==> src/rtl/arc4_prga.sv <==
// ARC4 keystream generator and decrypt stage: walks the pre-scheduled S-box,
// XORs the keystream with a length-prefixed ciphertext and writes the plaintext.
module arc4_prga (
  input  logic       clk,
  input  logic       rst,
  input  logic       en,
  output logic       rdy,
  output logic [7:0] s_addr,
  input  logic [7:0] s_rddata,
  output logic [7:0] s_wrdata,
  output logic       s_wren,
  output logic [7:0] ct_addr,
  input  logic [7:0] ct_rddata,
  output logic [7:0] pt_addr,
  output logic [7:0] pt_wrdata,
  output logic       pt_wren
);

  typedef enum logic [3:0] {
    ST_IDLE,
    ST_START,
    ST_LEN,
    ST_S1,
    ST_S2,
    ST_S3,
    ST_S4,
    ST_S5,
    ST_S6,
    ST_S7
  } state_t;

  state_t     r_state;
  state_t     w_state_next;
  logic [7:0] r_i;
  logic [7:0] r_j;
  logic [7:0] r_k;
  logic [7:0] r_len;
  logic [7:0] r_si;
  logic [7:0] r_sj;
  logic [7:0] r_cbyte;

  logic [7:0] w_i_inc;
  logic [7:0] w_j_sum;
  logic [7:0] w_pad_addr;

  assign w_i_inc    = r_i + 8'd1;
  assign w_j_sum    = r_j + s_rddata;
  assign w_pad_addr = r_si + r_sj;

  always_ff @(posedge clk or posedge rst) begin
    if (rst) begin
      r_state <= ST_IDLE;
    end else begin
      r_state <= w_state_next;
    end
  end

  always_comb begin
    w_state_next = r_state;
    case (r_state)
      ST_IDLE:  if (en) w_state_next = ST_START;
      ST_START: w_state_next = ST_LEN;
      ST_LEN:   w_state_next = (ct_rddata == 8'd0) ? ST_IDLE : ST_S1;
      ST_S1:    w_state_next = ST_S2;
      ST_S2:    w_state_next = ST_S3;
      ST_S3:    w_state_next = ST_S4;
      ST_S4:    w_state_next = ST_S5;
      ST_S5:    w_state_next = ST_S6;
      ST_S6:    w_state_next = ST_S7;
      ST_S7:    w_state_next = (r_k == r_len) ? ST_IDLE : ST_S1;
      default:  w_state_next = ST_IDLE;
    endcase
  end

  // Datapath registers; read data arrives one cycle after its address.
  always_ff @(posedge clk or posedge rst) begin
    if (rst) begin
      r_i     <= 8'd0;
      r_j     <= 8'd0;
      r_k     <= 8'd0;
      r_len   <= 8'd0;
      r_si    <= 8'd0;
      r_sj    <= 8'd0;
      r_cbyte <= 8'd0;
    end else begin
      case (r_state)
        ST_IDLE: begin
          if (en) begin
            r_i <= 8'd0;
            r_j <= 8'd0;
            r_k <= 8'd1;
          end
        end
        ST_LEN: r_len <= ct_rddata;
        ST_S1:  r_i <= w_i_inc;
        ST_S2: begin
          r_si    <= s_rddata;
          r_cbyte <= ct_rddata;
          r_j     <= w_j_sum;
        end
        ST_S3:  r_sj <= s_rddata;
        ST_S7:  if (r_k != r_len) r_k <= r_k + 8'd1;
        default: ;
      endcase
    end
  end

  always_comb begin
    rdy       = (r_state == ST_IDLE);
    s_addr    = 8'd0;
    s_wrdata  = 8'd0;
    s_wren    = 1'b0;
    ct_addr   = 8'd0;
    pt_addr   = 8'd0;
    pt_wrdata = 8'd0;
    pt_wren   = 1'b0;
    case (r_state)
      ST_LEN: begin
        pt_wrdata = ct_rddata;
        pt_wren   = 1'b1;
      end
      ST_S1: begin
        s_addr  = w_i_inc;
        ct_addr = r_k;
      end
      ST_S2: s_addr = w_j_sum;
      // When i == j both swap writes land on one address with the same value.
      ST_S4: begin
        s_addr   = r_i;
        s_wrdata = r_sj;
        s_wren   = 1'b1;
      end
      ST_S5: begin
        s_addr   = r_j;
        s_wrdata = r_si;
        s_wren   = 1'b1;
      end
      ST_S6: s_addr = w_pad_addr;
      ST_S7: begin
        pt_addr   = r_k;
        pt_wrdata = s_rddata ^ r_cbyte;
        pt_wren   = 1'b1;
      end
      default: ;
    endcase
  end

endmodule

==> config.mk <==
export PLATFORM = sky130hd
export DESIGN_NAME = arc4_prga
export DESIGN_NICKNAME = d
export VERILOG_FILES = /design/src/rtl/arc4_prga.sv
export SDC_FILE = /design/constraint.sdc
export NUM_CORES = 1
export LEC_CHECK = 0
export CORE_MARGIN = 3
export CORE_UTILIZATION = 50
export CTS_BUF_LIST = sky130_fd_sc_hd__clkbuf_16
export CTS_CLUSTER_SIZE = 8
export DETAILED_ROUTE_END_ITERATION = 7
export MAX_ROUTING_LAYER = met4
export PLACE_DENSITY = 0.76
export REMOVE_ABC_BUFFERS = 1
export SLEW_MARGIN = 0
export SYNTH_ARGS = -nofsm -noshare
export SYNTH_HDL_FRONTEND = slang
export SYNTH_SLANG_ARGS = --single-unit
==> constraint.sdc <==
create_clock -name clk -period 8.05 [get_ports clk]
set_clock_uncertainty 0.1 [all_clocks]
set_input_delay 2.0125 -clock clk [delete_from_list [all_inputs] [get_ports clk]]
set_output_delay 2.0125 -clock clk [all_outputs]
set_load 0.01 [all_outputs]
==> flow_summary_export.csv <==
group,metric,value,unit
run_status,status,"finished clean",
floorplanning,chipWidth,94.3,um
yosys,yosysWarnings,0,
clock_tree,cts.sinks,60,
yosys,yosys_most_used_dff,"dfrtp_1",
sta,timing_worst_slew_pin_value,915,ps
detailed_routing,drc_errors,0,
sta,setup_viol,0,
finish,syn2layout_area_growth,24.4,%
detailed_routing,drt_pre_antenna_iters,5,
clock_tree,cts_buffers,9,
critical_path,cp.arrival,4810,ps
sta,finalHoldViolCount,0,
finish,antennaDiodeCount,0,
finish,multi_input_area,2240,um^2
power_and_ir_drop,leakage,2.09,nW
yosys,avgSynthCellArea,8.92,um^2
place,port_buffers,61,
detailed_routing,num_vias,3491,
grt,antenna_found_initial,0,
floorplanning,die-area,8890,um^2
detailed_routing,wl,10400,um
critical_path,cp-start-kind,"input port",
grt,grt.total_usage,25.9,%
yosys,yosysUniqueCellTypes,63,
clock_tree,cts_tree,"built",
floorplanning,io_pins,62,
sta,min_period,6930,ps
sta,whs,402,ps
clock_tree,root_buffer,"clkbuf_16",
yosys,netlist_instances,437,
sta,worst_slack,1130,ps
yosys,ys_ff_latch,60,
clock_tree,cts-hold-fix-buffers,0,
sta,period_share,86.0,%
worst_hold_path,min_from,"r_cbyte[6]$_DFFE_PP0P_",
sta,maxSlewViolCount,0,
floorplanning,num_rows,31,
clock_tree,path_clk_slew,50,ps
worst_hold_path,hp-class,"flip-flop to flip-flop",
yosys,ys_async_sr_fraction,100,%
sta,fmaxAchievable,0.144,GHz
detailed_routing,vias_per_cell,5.88,
yosys,netlist_area,3900,um^2
clock_tree,post_cts_buffers,0,
yosys,synth_edf_count,0,
grt,grt_overflow_total,0,
finish,fin_nets,527,
critical_path,critPathLaunch,"s_rddata[0]",
job,cap_violations,0,
critical_path,r2r_start,"r_state[0]$_DFFE_PP0P_",
critical_path,crit_path_end_kind,"output port",
critical_path,worstPathMaxFanout,4,
sta,relSlewSlack,39.0,%
detailed_routing,drt_iter0_drc,246,
critical_path,crit_type,"input port to output port",
place,place_congestion,0.907,
floorplanning,initial_core_util,52.6,%
clock_tree,post_cts_resize_count,0,
floorplanning,dieHeight,94.3,um
grt,grt_pass1_vias,3521,
power_and_ir_drop,ir_drop,0.000149,V
clock_tree,clock_latency,330,ps
place,pre_cts_ws,1190,ps
finish,drive_gt1_share,7.27,%
clock_tree,ctsHtreeMaxLevel,3,
sta,fin_tns_setup,0,ps
place,dpl.hpwl,7410,um
yosys,seq_area_frac_synth,38.5,%
floorplanning,core_area,7410,um^2
detailed_routing,routedWlPerCell,17.6,um
finish,regArea,1500,um^2
grt,grt_pass1_wl,17300,um
grt,grt_start_max_net_pins,61,
detailed_routing,ant_nets,0,
power_and_ir_drop,powerDensity,194,nW/um^2
sta,rsz0062_at_grt,"false",
clock_tree,cts_buffer_depth,2,
critical_path,critPathRequiredTime,5940,ps
finish,fillers,610,
finish,final_core_util,65.4,%
-- flip-flops by register name (all words and copies together) (netlist names) --
| register | flops |
|---|---|
| r_cbyte | 8 |
| r_i | 8 |
| r_j | 8 |
| r_k | 8 |
| r_len | 8 |
| r_si | 8 |
| r_sj | 8 |
| r_state | 4 |
-- final timing paths --
path	slack, ps	end	cells after the start
worst max-delay path	1130	s_addr[6]	10
worst min register to register	400	r_cbyte[6]$_DFFE_PP0P_	2
max in group asynchronous	5200	r_len[7]$_DFFE_PP0P_	3
min in group asynchronous	2130	r_k[0]$_DFFE_PP0P_	3
worst min-delay path	400	r_cbyte[6]$_DFFE_PP0P_	2
worst max register to register	5410	r_j[7]$_DFFE_PP0P_	4
-- synthesized netlist by cell type, types with 2 or more instances --
cell type	number	area share [%]
nand4_1	6	0.96
o31ai_1	2	0.39
nor3_1	5	0.64
xnor2_1	20	4.5
buf_2	11	1.4
nor3b_2	2	0.64
mux2i_1	3	0.77
ha_1	16	5.1
nor4_1	3	0.48
clkbuf_1	8	0.77
a41oi_1	2	0.45
a21o_1	4	0.77
a221o_1	3	0.77
o2111ai_1	3	0.67
and4bb_1	2	0.64
o21ai_1	11	1.4
and4_1	2	0.45
fa_1	2	1.0
mux2_2	8	2.3
nand3_1	9	1.2
nor2_1	23	2.2
dfrtp_1	60	39
o211ai_1	6	1.2
and2_1	11	1.8
o21ai_0	18	2.3
a222oi_1	2	0.51
a22o_1	10	2.2
a21oi_1	13	1.7
nand4bb_1	2	0.58
xor2_1	11	2.5
a211oi_1	2	0.39
nand2b_1	3	0.48
inv_1	12	1.2
buf_6	2	0.58
nand2_1	103	9.9
and3_1	10	1.6
-- power by group --
group / switching, mW / internal, mW / total (mW)
clock network: 0.131 / 0.267 / 0.397
registers: 0.0280 / 0.328 / 0.356
logic: 0.0983 / 0.0867 / 0.185
-- area by class of cell --
class	instances	area share (%)
Clock inverter	7	1.70
Timing Repair Buffer	63	12.9
Tap cell	99	2.56
Multi-Input combinational cell	344	46.3
Clock buffer	9	4.65
Inverter	12	0.930
Sequential cell	60	31.0
-- critical path, stage by stage --
cell             delay [ps]
clkdlybuf4s50_1         560
ha_1                    210
inv_1                    60
fa_1                    390
nand2b_1                160
a21boi_0                320
o21a_1                  180
o211ai_1                120
a211o_1                 310
clkdlybuf4s50_1         480
-- logic make-up after synthesis --
| logic type | after synthesis | share of synthesized area (%) |
|---|---|---|
| and+or+nand+nor | 193 | 24.3 |
| AOI/OAI and AO/OA | 90 | 16.4 |
| DFF | 60 | 38.5 |
| buffers and inverters | 33 | 3.92 |
| xor gates and xnor gates | 32 | 7.58 |
| adders and majority gates | 18 | 6.17 |
| muxes | 11 | 3.08 |
-- stage by stage --
step	area, um^2	std cells	power, mW
final	4850	594	0.939
after global routing	4850	594	0.981
after CTS	4850	594	0.941
after detailed placement	4540	578	0.540
after global placement	4540	578	0.532
after floorplan	3790	416	0.489
-- layout by cell type (no fill, tap or decap), drive strengths merged, types with 3 or more instances in the layout --
master	synthesis	layout
inv	12	13
a221o	3	3
a22o	10	10
nand2b	3	3
dfrtp	60	60
a21o	4	4
or2	3	3
ha	16	16
nand2	104	104
xor2	11	11
mux2	8	8
nor4	4	4
and3	10	10
nor2	23	23
and2	11	11
o21ai	29	29
a21oi	15	15
nand3	9	9
nand4	6	6
xnor2	20	20
clkinv	0	4
nor3	6	6
o2111ai	3	3
nor3b	3	3
o211ai	6	6
clkdlybuf4s50	0	61
clkbuf	8	9
mux2i	3	3
-- routing by layer --
layer  track usage [%]  part of all wire, %  up-vias
met5                 -                    0        -
met2              40.4                   48      130
met3              3.21                  4.8       19
li1                  -                    -     1650
met1              34.1                   45     1692
met4              10.8                  2.5        0
No activity file was read; power rests on OpenSTA's default activity.
